--- src/rtl/ula_arbiter_if.sv ---
// Bundle of the request, ULA and response signals around ula_arbiter.
// slave = arbiter view; master = client/ULA/environment view.
interface ula_arbiter_if;
    logic [1:0]  req_valid;
    logic [1:0]  req_ready;
    logic [7:0]  req_a0;
    logic [7:0]  req_b0;
    logic [3:0]  req_op0;
    logic [7:0]  req_a1;
    logic [7:0]  req_b1;
    logic [3:0]  req_op1;
    logic [7:0]  ula_a;
    logic [7:0]  ula_b;
    logic [3:0]  ula_sel;
    logic [15:0] ula_result;
    logic        ula_zero;
    logic        ula_sign;
    logic        rsp_valid;
    logic        rsp_ready;
    logic        rsp_id;
    logic [15:0] rsp_result;
    logic        rsp_zero;
    logic        rsp_sign;
    logic        rsp_err;
    logic        busy;

    modport slave (
        input  req_valid, req_a0, req_b0, req_op0, req_a1, req_b1, req_op1,
        input  ula_result, ula_zero, ula_sign, rsp_ready,
        output req_ready, ula_a, ula_b, ula_sel,
        output rsp_valid, rsp_id, rsp_result, rsp_zero, rsp_sign, rsp_err, busy
    );

    modport master (
        output req_valid, req_a0, req_b0, req_op0, req_a1, req_b1, req_op1,
        output ula_result, ula_zero, ula_sign, rsp_ready,
        input  req_ready, ula_a, ula_b, ula_sel,
        input  rsp_valid, rsp_id, rsp_result, rsp_zero, rsp_sign, rsp_err, busy
    );
endinterface

--- src/rtl/ula_arbiter.sv ---
// Round-robin arbiter sharing one combinational ULA between two requesters,
// one transaction in flight, tagged response with valid/ready backpressure.
module ula_arbiter #(
    parameter int unsigned NUM_OPS = 3
) (
    input  logic          clk,
    input  logic          rst_n,
    ula_arbiter_if.slave  bus
);

    localparam logic [3:0] NUM_OPS_SEL = 4'(NUM_OPS);

    typedef enum logic [1:0] {
        IDLE  = 2'd0,
        ISSUE = 2'd1,
        RESP  = 2'd2
    } state_e;

    state_e      state_q, state_d;
    logic        last_grant_q, last_grant_d;
    logic        id_q, id_d;
    logic [7:0]  ula_a_q, ula_a_d;
    logic [7:0]  ula_b_q, ula_b_d;
    logic [3:0]  ula_sel_q, ula_sel_d;
    logic        rsp_valid_q, rsp_valid_d;
    logic        rsp_id_q, rsp_id_d;
    logic [15:0] rsp_result_q, rsp_result_d;
    logic        rsp_zero_q, rsp_zero_d;
    logic        rsp_sign_q, rsp_sign_d;
    logic        rsp_err_q, rsp_err_d;

    logic        any_valid;
    logic        grant;
    logic [1:0]  req_ready_c;
    logic        handshake;
    logic        sel_illegal;

    // Requester 1 wins alone or on a tie when requester 0 was granted last.
    assign any_valid   = |bus.req_valid;
    assign grant       = (&bus.req_valid) ? ~last_grant_q : bus.req_valid[1];
    assign handshake   = |(bus.req_valid & req_ready_c);
    assign sel_illegal = (ula_sel_q >= NUM_OPS_SEL);

    always_ff @(posedge clk) begin
        if (!rst_n) begin
            state_q      <= IDLE;
            last_grant_q <= 1'b1;
            id_q         <= 1'b0;
            ula_a_q      <= '0;
            ula_b_q      <= '0;
            ula_sel_q    <= '0;
            rsp_valid_q  <= 1'b0;
            rsp_id_q     <= 1'b0;
            rsp_result_q <= '0;
            rsp_zero_q   <= 1'b0;
            rsp_sign_q   <= 1'b0;
            rsp_err_q    <= 1'b0;
        end else begin
            state_q      <= state_d;
            last_grant_q <= last_grant_d;
            id_q         <= id_d;
            ula_a_q      <= ula_a_d;
            ula_b_q      <= ula_b_d;
            ula_sel_q    <= ula_sel_d;
            rsp_valid_q  <= rsp_valid_d;
            rsp_id_q     <= rsp_id_d;
            rsp_result_q <= rsp_result_d;
            rsp_zero_q   <= rsp_zero_d;
            rsp_sign_q   <= rsp_sign_d;
            rsp_err_q    <= rsp_err_d;
        end
    end

    always_comb begin
        state_d      = state_q;
        last_grant_d = last_grant_q;
        id_d         = id_q;
        ula_a_d      = ula_a_q;
        ula_b_d      = ula_b_q;
        ula_sel_d    = ula_sel_q;
        rsp_valid_d  = rsp_valid_q;
        rsp_id_d     = rsp_id_q;
        rsp_result_d = rsp_result_q;
        rsp_zero_d   = rsp_zero_q;
        rsp_sign_d   = rsp_sign_q;
        rsp_err_d    = rsp_err_q;

        case (state_q)
            IDLE: begin
                if (handshake) begin
                    ula_a_d      = grant ? bus.req_a1  : bus.req_a0;
                    ula_b_d      = grant ? bus.req_b1  : bus.req_b0;
                    ula_sel_d    = grant ? bus.req_op1 : bus.req_op0;
                    id_d         = grant;
                    last_grant_d = grant;
                    state_d      = ISSUE;
                end
            end
            ISSUE: begin
                rsp_valid_d  = 1'b1;
                rsp_id_d     = id_q;
                rsp_err_d    = sel_illegal;
                rsp_result_d = sel_illegal ? '0   : bus.ula_result;
                rsp_zero_d   = sel_illegal ? 1'b0 : bus.ula_zero;
                rsp_sign_d   = sel_illegal ? 1'b0 : bus.ula_sign;
                state_d      = RESP;
            end
            RESP: begin
                if (bus.rsp_ready) begin
                    rsp_valid_d = 1'b0;
                    state_d     = IDLE;
                end
            end
            default: state_d = IDLE;
        endcase
    end

    always_comb begin
        req_ready_c = '0;
        if (state_q == IDLE && any_valid) begin
            req_ready_c[grant] = 1'b1;
        end
        bus.req_ready  = req_ready_c;
        bus.busy       = (state_q == ISSUE) || (state_q == RESP);
        bus.ula_a      = ula_a_q;
        bus.ula_b      = ula_b_q;
        bus.ula_sel    = ula_sel_q;
        bus.rsp_valid  = rsp_valid_q;
        bus.rsp_id     = rsp_id_q;
        bus.rsp_result = rsp_result_q;
        bus.rsp_zero   = rsp_zero_q;
        bus.rsp_sign   = rsp_sign_q;
        bus.rsp_err    = rsp_err_q;
    end

endmodule
--- src/flat_wrapper.sv ---
// flat-port wrapper written by rule: the top's interface ports become plain ports
module ula_arbiter_flat 
#(
    parameter int unsigned NUM_OPS = 3
)
  (clk, rst_n, bus_req_valid, bus_req_a0, bus_req_b0, bus_req_op0, bus_req_a1, bus_req_b1, bus_req_op1, bus_ula_result, bus_ula_zero, bus_ula_sign, bus_rsp_ready, bus_req_ready, bus_ula_a, bus_ula_b, bus_ula_sel, bus_rsp_valid, bus_rsp_id, bus_rsp_result, bus_rsp_zero, bus_rsp_sign, bus_rsp_err, bus_busy);
  ula_arbiter_if bus_i ();
  input  logic clk;
  input  logic rst_n;
  input wire logic [$bits(bus_i.req_valid)-1:0] bus_req_valid;
  input wire logic [$bits(bus_i.req_a0)-1:0] bus_req_a0;
  input wire logic [$bits(bus_i.req_b0)-1:0] bus_req_b0;
  input wire logic [$bits(bus_i.req_op0)-1:0] bus_req_op0;
  input wire logic [$bits(bus_i.req_a1)-1:0] bus_req_a1;
  input wire logic [$bits(bus_i.req_b1)-1:0] bus_req_b1;
  input wire logic [$bits(bus_i.req_op1)-1:0] bus_req_op1;
  input wire logic [$bits(bus_i.ula_result)-1:0] bus_ula_result;
  input wire logic [$bits(bus_i.ula_zero)-1:0] bus_ula_zero;
  input wire logic [$bits(bus_i.ula_sign)-1:0] bus_ula_sign;
  input wire logic [$bits(bus_i.rsp_ready)-1:0] bus_rsp_ready;
  output wire logic [$bits(bus_i.req_ready)-1:0] bus_req_ready;
  output wire logic [$bits(bus_i.ula_a)-1:0] bus_ula_a;
  output wire logic [$bits(bus_i.ula_b)-1:0] bus_ula_b;
  output wire logic [$bits(bus_i.ula_sel)-1:0] bus_ula_sel;
  output wire logic [$bits(bus_i.rsp_valid)-1:0] bus_rsp_valid;
  output wire logic [$bits(bus_i.rsp_id)-1:0] bus_rsp_id;
  output wire logic [$bits(bus_i.rsp_result)-1:0] bus_rsp_result;
  output wire logic [$bits(bus_i.rsp_zero)-1:0] bus_rsp_zero;
  output wire logic [$bits(bus_i.rsp_sign)-1:0] bus_rsp_sign;
  output wire logic [$bits(bus_i.rsp_err)-1:0] bus_rsp_err;
  output wire logic [$bits(bus_i.busy)-1:0] bus_busy;
  assign bus_i.req_valid = bus_req_valid;
  assign bus_i.req_a0 = bus_req_a0;
  assign bus_i.req_b0 = bus_req_b0;
  assign bus_i.req_op0 = bus_req_op0;
  assign bus_i.req_a1 = bus_req_a1;
  assign bus_i.req_b1 = bus_req_b1;
  assign bus_i.req_op1 = bus_req_op1;
  assign bus_i.ula_result = bus_ula_result;
  assign bus_i.ula_zero = bus_ula_zero;
  assign bus_i.ula_sign = bus_ula_sign;
  assign bus_i.rsp_ready = bus_rsp_ready;
  assign bus_req_ready = bus_i.req_ready;
  assign bus_ula_a = bus_i.ula_a;
  assign bus_ula_b = bus_i.ula_b;
  assign bus_ula_sel = bus_i.ula_sel;
  assign bus_rsp_valid = bus_i.rsp_valid;
  assign bus_rsp_id = bus_i.rsp_id;
  assign bus_rsp_result = bus_i.rsp_result;
  assign bus_rsp_zero = bus_i.rsp_zero;
  assign bus_rsp_sign = bus_i.rsp_sign;
  assign bus_rsp_err = bus_i.rsp_err;
  assign bus_busy = bus_i.busy;
  ula_arbiter #(.NUM_OPS(NUM_OPS)) u_core (.clk(clk), .rst_n(rst_n), .bus(bus_i));
endmodule
--- config.mk ---
export PLATFORM = sky130hd
export DESIGN_NAME = ula_arbiter_flat
export DESIGN_NICKNAME = d
export VERILOG_FILES = /design/src/rtl/ula_arbiter_if.sv /design/src/rtl/ula_arbiter.sv /design/src/flat_wrapper.sv
export SDC_FILE = /design/constraint.sdc
export NUM_CORES = 1
export LEC_CHECK = 0
export CAP_MARGIN = 40
export CORE_MARGIN = 8
export CORE_UTILIZATION = 37
export DETAILED_ROUTE_END_ITERATION = 8
export PLACE_DENSITY = 0.79
export SYNTH_ARGS = -nofsm -noshare
export SYNTH_HDL_FRONTEND = slang
export SYNTH_SLANG_ARGS = --single-unit
--- constraint.sdc ---
create_clock -name clk -period 2.05 [get_ports clk]
set_input_delay 0.41 -clock clk [delete_from_list [all_inputs] [get_ports clk]]
set_output_delay 0.41 -clock clk [all_outputs]
set_load 0.03 [all_outputs]
==> results of run 1 <==
[cell type report]
class / count / area (um2)
Fill cell: 397 / 1660
Timing Repair Buffer: 113 / 1110
Sequential cell: 45 / 901
Multi-Input combinational cell: 126 / 840
Clock buffer: 7 / 86.3
Tap cell: 67 / 83.8
Clock inverter: 1 / 30.0
Inverter: 4 / 15.0
[path summary, 6_finish.rpt]
kind,slack (ns),endpoint,cells past startpoint,start
setup / recovery,0.15,bus_req_ready[0],5,u_core.state_q[0]$_SDFFE_PN0P_
hold / removal,0.47,u_core.bus.rsp_result[2]$_SDFFE_PN0P_,2,u_core.bus.rsp_result[2]$_SDFFE_PN0P_
setup reg to reg,0.31,u_core.bus.ula_a[7]$_SDFFE_PN0P_,4,u_core.state_q[0]$_SDFFE_PN0P_
hold reg to reg,0.47,u_core.bus.rsp_result[2]$_SDFFE_PN0P_,2,u_core.bus.rsp_result[2]$_SDFFE_PN0P_
[kinds of logic (layout without fill, tap and decap cells)]
group / count (synthesis) / after routing / share of synthesized area, %
adder cells (fa/ha/maj): 3 / 3 / 2.06
multiplexers: 2 / 2 / 1.10
buffers and inverters: 20 / 125 / 4.61
AND/OR/NAND/NOR: 70 / 70 / 21.7
flip-flops: 45 / 45 / 49.5
AO/OA/AOI/OAI: 51 / 51 / 21.0
[what timing repair did]
item | CTS | global route
hold buffers | 0 | 0
setup endpoints to repair | 1 | 0
gates resized for setup | 1 | 0
[worst min-delay path, stage by stage (launching register included)]
cell and delay [ns]:
dfxtp_1 0.32, nand2b_1 0.06, a21oi_1 0.06
[per-layer routing]
| layer | global-route usage (%) | vias to the layer above | share of wire (%) |
|---|---|---|---|
| li1 | - | 903 | - |
| met1 | 17.8 | 821 | 45 |
| met2 | 24.2 | 70 | 48 |
| met3 | 4.78 | 6 | 6.0 |
| met4 | 5.89 | 0 | 1.3 |
| met5 | 0 | - | 0 |
[placed cells by master, fill, tap and decap left out, types with 2 or more instances in the layout]
cell / count
dfxtp_1: 45
a21oi_1: 23
buf_4: 9
clkbuf_8: 6
nand2_1: 5
mux2i_1: 2
a221o_1: 20
o21ai_0: 3
nor2_1: 4
ha_1: 3
inv_1: 4
nor2b_1: 2
clkdlybuf4s50_1: 103
nand2b_1: 18
nand3_1: 18
and3_1: 22
[metrics by stage]
step	cell area (um2)	hold WS (ns)	setup slack [ns]	util, %	instances
floorplan	1820	0.451	0.423	-	191
global placement	2950	0.457	-0.0105	62.4	355
detailed placement	2950	0.461	-0.0103	62.4	355
global route	3060	0.495	0.0225	64.8	363
CTS	3060	0.475	0.152	64.8	363
finish	3060	0.472	0.147	64.8	363
[power by group]
group | switching (mW) | internal, mW
combinational | 0.434 | 0.397
clock | 0.295 | 0.398
sequential | 0.0575 | 0.973
[sequential cells by signal, summed over array words and instances (netlist names)]
register and count:
u_core.bus.rsp_err 1, u_core.bus.rsp_id 1, u_core.bus.rsp_result 16, u_core.bus.rsp_sign 1, u_core.bus.rsp_valid 1, u_core.bus.rsp_zero 1, u_core.bus.ula_a 8, u_core.bus.ula_b 8
u_core.bus.ula_sel 4, u_core.id_q 1, u_core.last_grant_q 1, u_core.state_q 2
==> metrics, run 1 <==
Sink Count=45; CP max FO=9; Avg Cell Area, Syn=9.52 um2; Worst Hold Class=flop to flop; num rows=25; IO Count=107; Die ar.=7420 um2; Wirelength per Cell=15.6 um; Worst-Margin Slew=0.697 ns; total routed wirelength=5650 um; Antenna Cells=0; clk root buf=clkbuf_8; gr usage total=15.0%; drt initial violations=74; top cells by count, synth=dfxtp_1 (45), a21oi_1 (23), and3_1 (22); DP Wirelength=4150 um; mapped cell area=1820 um2; clk buf depth=2; Slowest cell on crit path=dfxtp_1; Worst-path clk slew=0.08 ns; starting density of the core=38.5%; CTS Buf Count=5; Syn Nets=257; register area share after synthesis=49.5%; cell family with most CP delay=flip-flops; Area contributors post-synth=dfxtp_1 (50%), a221o_1 (11%), and3_1 (7.6%); final net count=361; share of cells above drive strength 1=6.08%; post-synth top area cell=dfxtp_1; initial antenna violation count=0; Area growth syn-to-layout=68.4%; most common cell in the netlist=dfxtp_1; DRT antenna net count=0; DRC violations left=0; Yosys reg bits=45; die height=86.1 um; number of global-route vias before repair=1803; EDFF count, synth=0; leakage dissipation=1.23 nW; sum of buffers and inverters on the critical path=2; Fin Setup TNS=0 ns; RSZ-0062 raised after global routing=false; status=completed; cells after synthesis=191; critical path launch point type=flop; vias post-DR=1800; Worst Clk Skew=0.00967 ns; ys async rst share=0%; crit-path max cell delay=0.32 ns; Via density=4.96; first-pass GRT wire length=8730 um; gpl congestion=0.752; PortBufs=106; crit path DAT=1.49 ns; worst vdd ir=0.455 mV; GR Overflow Total=0; total of max-cap violations=0; Pwr Total=2.55 mW; PwrDens=834 nW/um2; CTS H-tree lvls=2; drt pass-1 iters=4; fin. max-slew vios=0; Req. time, crit path=1.64 ns; CTS tree=done; Synth cell types=23; final hold vios=0; later-pin clock latency in the skew report=0.30 ns; largest net degree at the start of global routing=42; post-CTS setup buffers=0; Fmax=526 MHz; CP Cell Sequence=inv_1 > ha_1 > nand2_1 > a21oi_1 > buf_4; Ys Warns=0; die width=86.1 um; Worst Setup End Kind=primary output; Top FF cell, synth=dfxtp_1; path type of the worst setup path=flop to primary output; post-synth top area share=49.5%; slew margin rel.=53.5%; crit path time final=1.90 ns; post-route clock period utilization=92.8%; final setup fails=0; core area=4720 um2
Power figures use the tool's default switching activity.
==> run 2, diff against run 1 <==
--- a/config.mk
+++ b/config.mk
@@ -5,11 +5,12 @@
 export SDC_FILE = /design/constraint.sdc
 export NUM_CORES = 1
 export LEC_CHECK = 0
+export ABC_CLOCK_PERIOD_IN_PS = 1550
 export CAP_MARGIN = 40
 export CORE_MARGIN = 8
-export CORE_UTILIZATION = 37
+export CORE_UTILIZATION = 34
 export DETAILED_ROUTE_END_ITERATION = 8
-export PLACE_DENSITY = 0.79
+export PLACE_DENSITY = 0.76
 export SYNTH_ARGS = -nofsm -noshare
 export SYNTH_HDL_FRONTEND = slang
 export SYNTH_SLANG_ARGS = --single-unit
==> constraint.sdc (replaced) <==
create_clock -name clk -period 1.55 [get_ports clk]
set_input_delay 0.31 -clock clk [delete_from_list [all_inputs] [get_ports clk]]
set_output_delay 0.31 -clock clk [all_outputs]
set_load 0.005 [all_outputs]
==> run 2 against run 1 <==
  * Non-clock buffer count is 13 higher
  * Final cell count is 4.4% higher
  * Utilization is 1.9 points lower
  * Critical endpoint is now bus_ula_sel[0]
  * Global-route usage hardly changed
  * Power is 28% higher
  * Highest routed layer unchanged
  * Final area is 5.6% higher
==> metrics, run 2 (synthesis gave the netlist of run 1 again) <==
Pwr Total=3.26 mW (was 2.55 mW); FILL cells=463 (was 397); slew margin rel.=77.1% (was 53.5%); die width=89.2 um (was 86.1 um); Hold Path End=u_core.bus.rsp_result[3]$_SDFFE_PN0P_ (was u_core.bus.rsp_result[2]$_SDFFE_PN0P_); post-route clock period utilization=96.6%; core area=5140 um2 (was 4720 um2); Post-Place Worst Slack=-0.376 ns (was -0.0103 ns); Area growth syn-to-layout=77.9% (was 68.4%); PnR worst setup slack=0.0529 ns (was 0.147 ns); CTS Buf Count=5 (unchanged); max FFs per register=16 (unchanged); commonest non-fill, non-tap cell in the layout=clkdlybuf4s50_1 (unchanged); DP Wirelength=4510 um (was 4150 um); area of the multi-input gates=856 um2 (was 840 um2); Finished Cell Area=3240 um2 (was 3060 um2); most frequent cells in the layout=clkdlybuf4s50_1 (100), dfxtp_1 (39), a21oi_1 (23), and3_1 (22), a221o_1 (20) (was clkdlybuf4s50_1 (103), dfxtp_1 (45), a21oi_1 (23), and3_1 (22), a221o_1 (20)); Worst-path clk slew=0.09 ns (was 0.08 ns); WHS Path Cells=2 (unchanged); RR Startpoint=u_core.state_q[0]$_SDFFE_PN0P_ (unchanged); total of max-cap violations=0 (unchanged); Req. time, crit path=1.24 ns (was 1.64 ns); register share of total power=41.9% (was 40.3%); Die ar.=7950 um2 (was 7420 um2); final hold vios=0 (unchanged); clock group share of total power=28.3% (was 27.1%); Slowest cell on crit path=clkdlybuf4s50_1 (was dfxtp_1); starting density of the core=35.4% (was 38.5%); final net count=374 (was 361); Sequential Area=911 um2 (was 901 um2); clk root buf=clkbuf_8 (unchanged); later-pin clock latency in the skew report=0.29 ns (was 0.30 ns); worst-case reg-to-reg path depth=7 (was 4); cell family with most CP delay=buffers and inverters (was flip-flops); clk buf depth=2 (unchanged); crit-path max cell delay=0.52 ns (was 0.32 ns); gr usage total=15.0% (about the same); Net Sw Power=0.831 mW (was 0.787 mW); number of global-route vias before repair=1886 (was 1803); die height=89.2 um (was 86.1 um); Worst Setup End Kind=primary output (unchanged); Wirelength per Cell=15.7 um (was 15.6 um); CP Cell Sequence=clkdlybuf4s50_1 (was inv_1 > ha_1 > nand2_1 > a21oi_1 > buf_4); initial antenna violation count=0 (unchanged); GR Overflow Total=0 (unchanged); DRT antenna net count=0 (unchanged); num rows=26 (was 25); Worst-Margin Slew=0.344 ns (was 0.697 ns); status=completed (unchanged); path type of the worst setup path=flop to primary output (unchanged); crit path DAT=1.19 ns (was 1.49 ns); post-CTS setup buffers=0 (unchanged); sum of buffers and inverters on the critical path=1 (was 2); gpl congestion=0.724 (was 0.752); dpl cell area=3100 um2 (was 2950 um2); Via density=4.89 (was 4.96); Fmax=668 MHz; FF-to-FF setup slack=0.10 ns (was 0.31 ns); CTS tree=done (unchanged); WHS=0.472 ns (about the same); Worst Hold Class=flop to flop (unchanged); vias post-DR=1852 (was 1800); Antenna Cells=0 (unchanged); CTS H-tree lvls=2 (unchanged); PortBufs=106 (unchanged); critical path launch point type=flop (unchanged); fin. max-slew vios=0 (unchanged); total routed wirelength=5950 um (was 5650 um); RR Endpoint=u_core.bus.ula_a[4]$_SDFFE_PN0P_ (was u_core.bus.ula_a[7]$_SDFFE_PN0P_); CP max FO=3 (was 9); drt initial violations=80 (was 74); Internal=2.43 mW (was 1.77 mW); Sw Share=25.5% (was 30.8%); drt pass-1 iters=4 (unchanged); share of cells above drive strength 1=13.3% (was 6.08%); PwrDens=1010 nW/um2 (was 834 nW/um2); final core utilization=63.0% (was 64.8%); worst vdd ir=0.467 mV (was 0.455 mV); IO Count=107 (unchanged); Fin Setup TNS=0 ns (unchanged); leakage dissipation=1.33 nW (was 1.23 nW); largest net degree at the start of global routing=27 (was 42); crit path time final=1.50 ns; post-route insts no fill=379 (was 363); placed cells=371 (was 355); RSZ-0062 raised after global routing=false (unchanged); first-pass GRT wire length=9360 um (was 8730 um); Worst Clk Skew=0.00727 ns (was 0.00967 ns); Sink Count=45 (unchanged); Worst Min Path Start=u_core.bus.rsp_result[3]$_SDFFE_PN0P_ (was u_core.bus.rsp_result[2]$_SDFFE_PN0P_); DRC violations left=0 (unchanged); final setup fails=0 (unchanged); Gate power share=29.7% (was 32.6%)
-- run 2: power groups by stage --
stage / Combinational (mW) / Sequential [mW] / Clock [mW]
3_3_place_gp: 0.965 / 1.38 / 0
2_1_floorplan: 0.351 / 1.39 / 0
5_1_grt: 1.05 / 1.39 / 1.01
4_1_cts: 0.982 / 1.37 / 0.951
3_5_place_dp: 0.981 / 1.39 / 0
6_report: 0.969 / 1.37 / 0.923
-- run 2: cell type report --
class	count	area share, %
clock buffer	7	2.67
clock inverter	1	0.928
inverter	4	0.464
multi-input combinational	126	26.5
sequential	45	28.2
tap	70	2.71
timing repair buffer	126	38.6
-- run 2: how the worst max path moves through the flow --
stage,from,end,cells after the start
after floorplan,u_core.state_q[0]$_SDFFE_PN0P_,u_core.bus.ula_a[7]$_SDFFE_PN0P_,7
after global placement,bus_req_valid[0],bus_req_ready[0],4
after detailed placement,bus_req_valid[0],bus_req_ready[0],4
after CTS,u_core.bus.ula_sel[3]$_SDFFE_PN0P_,bus_ula_sel[3],1
after global routing,u_core.bus.ula_sel[0]$_SDFFE_PN0P_,bus_ula_sel[0],1
final,u_core.bus.ula_sel[0]$_SDFFE_PN0P_,bus_ula_sel[0],1
-- run 2: metal layers --
metal	wire length, um	GRT usage (%)	vias to the layer above	share of wire (%)
met2	2940	24.9	55	49
met3	334	4.41	4	5.6
met1	2630	18.8	857	44
met5	0	0	-	0
met4	48	2.57	0	0.81
li1	-	-	936	-
-- run 2: what timing repair did --
action,CTS,global route
gates resized for setup,19,4
setup endpoints to repair,26,21
hold buffers,0,0
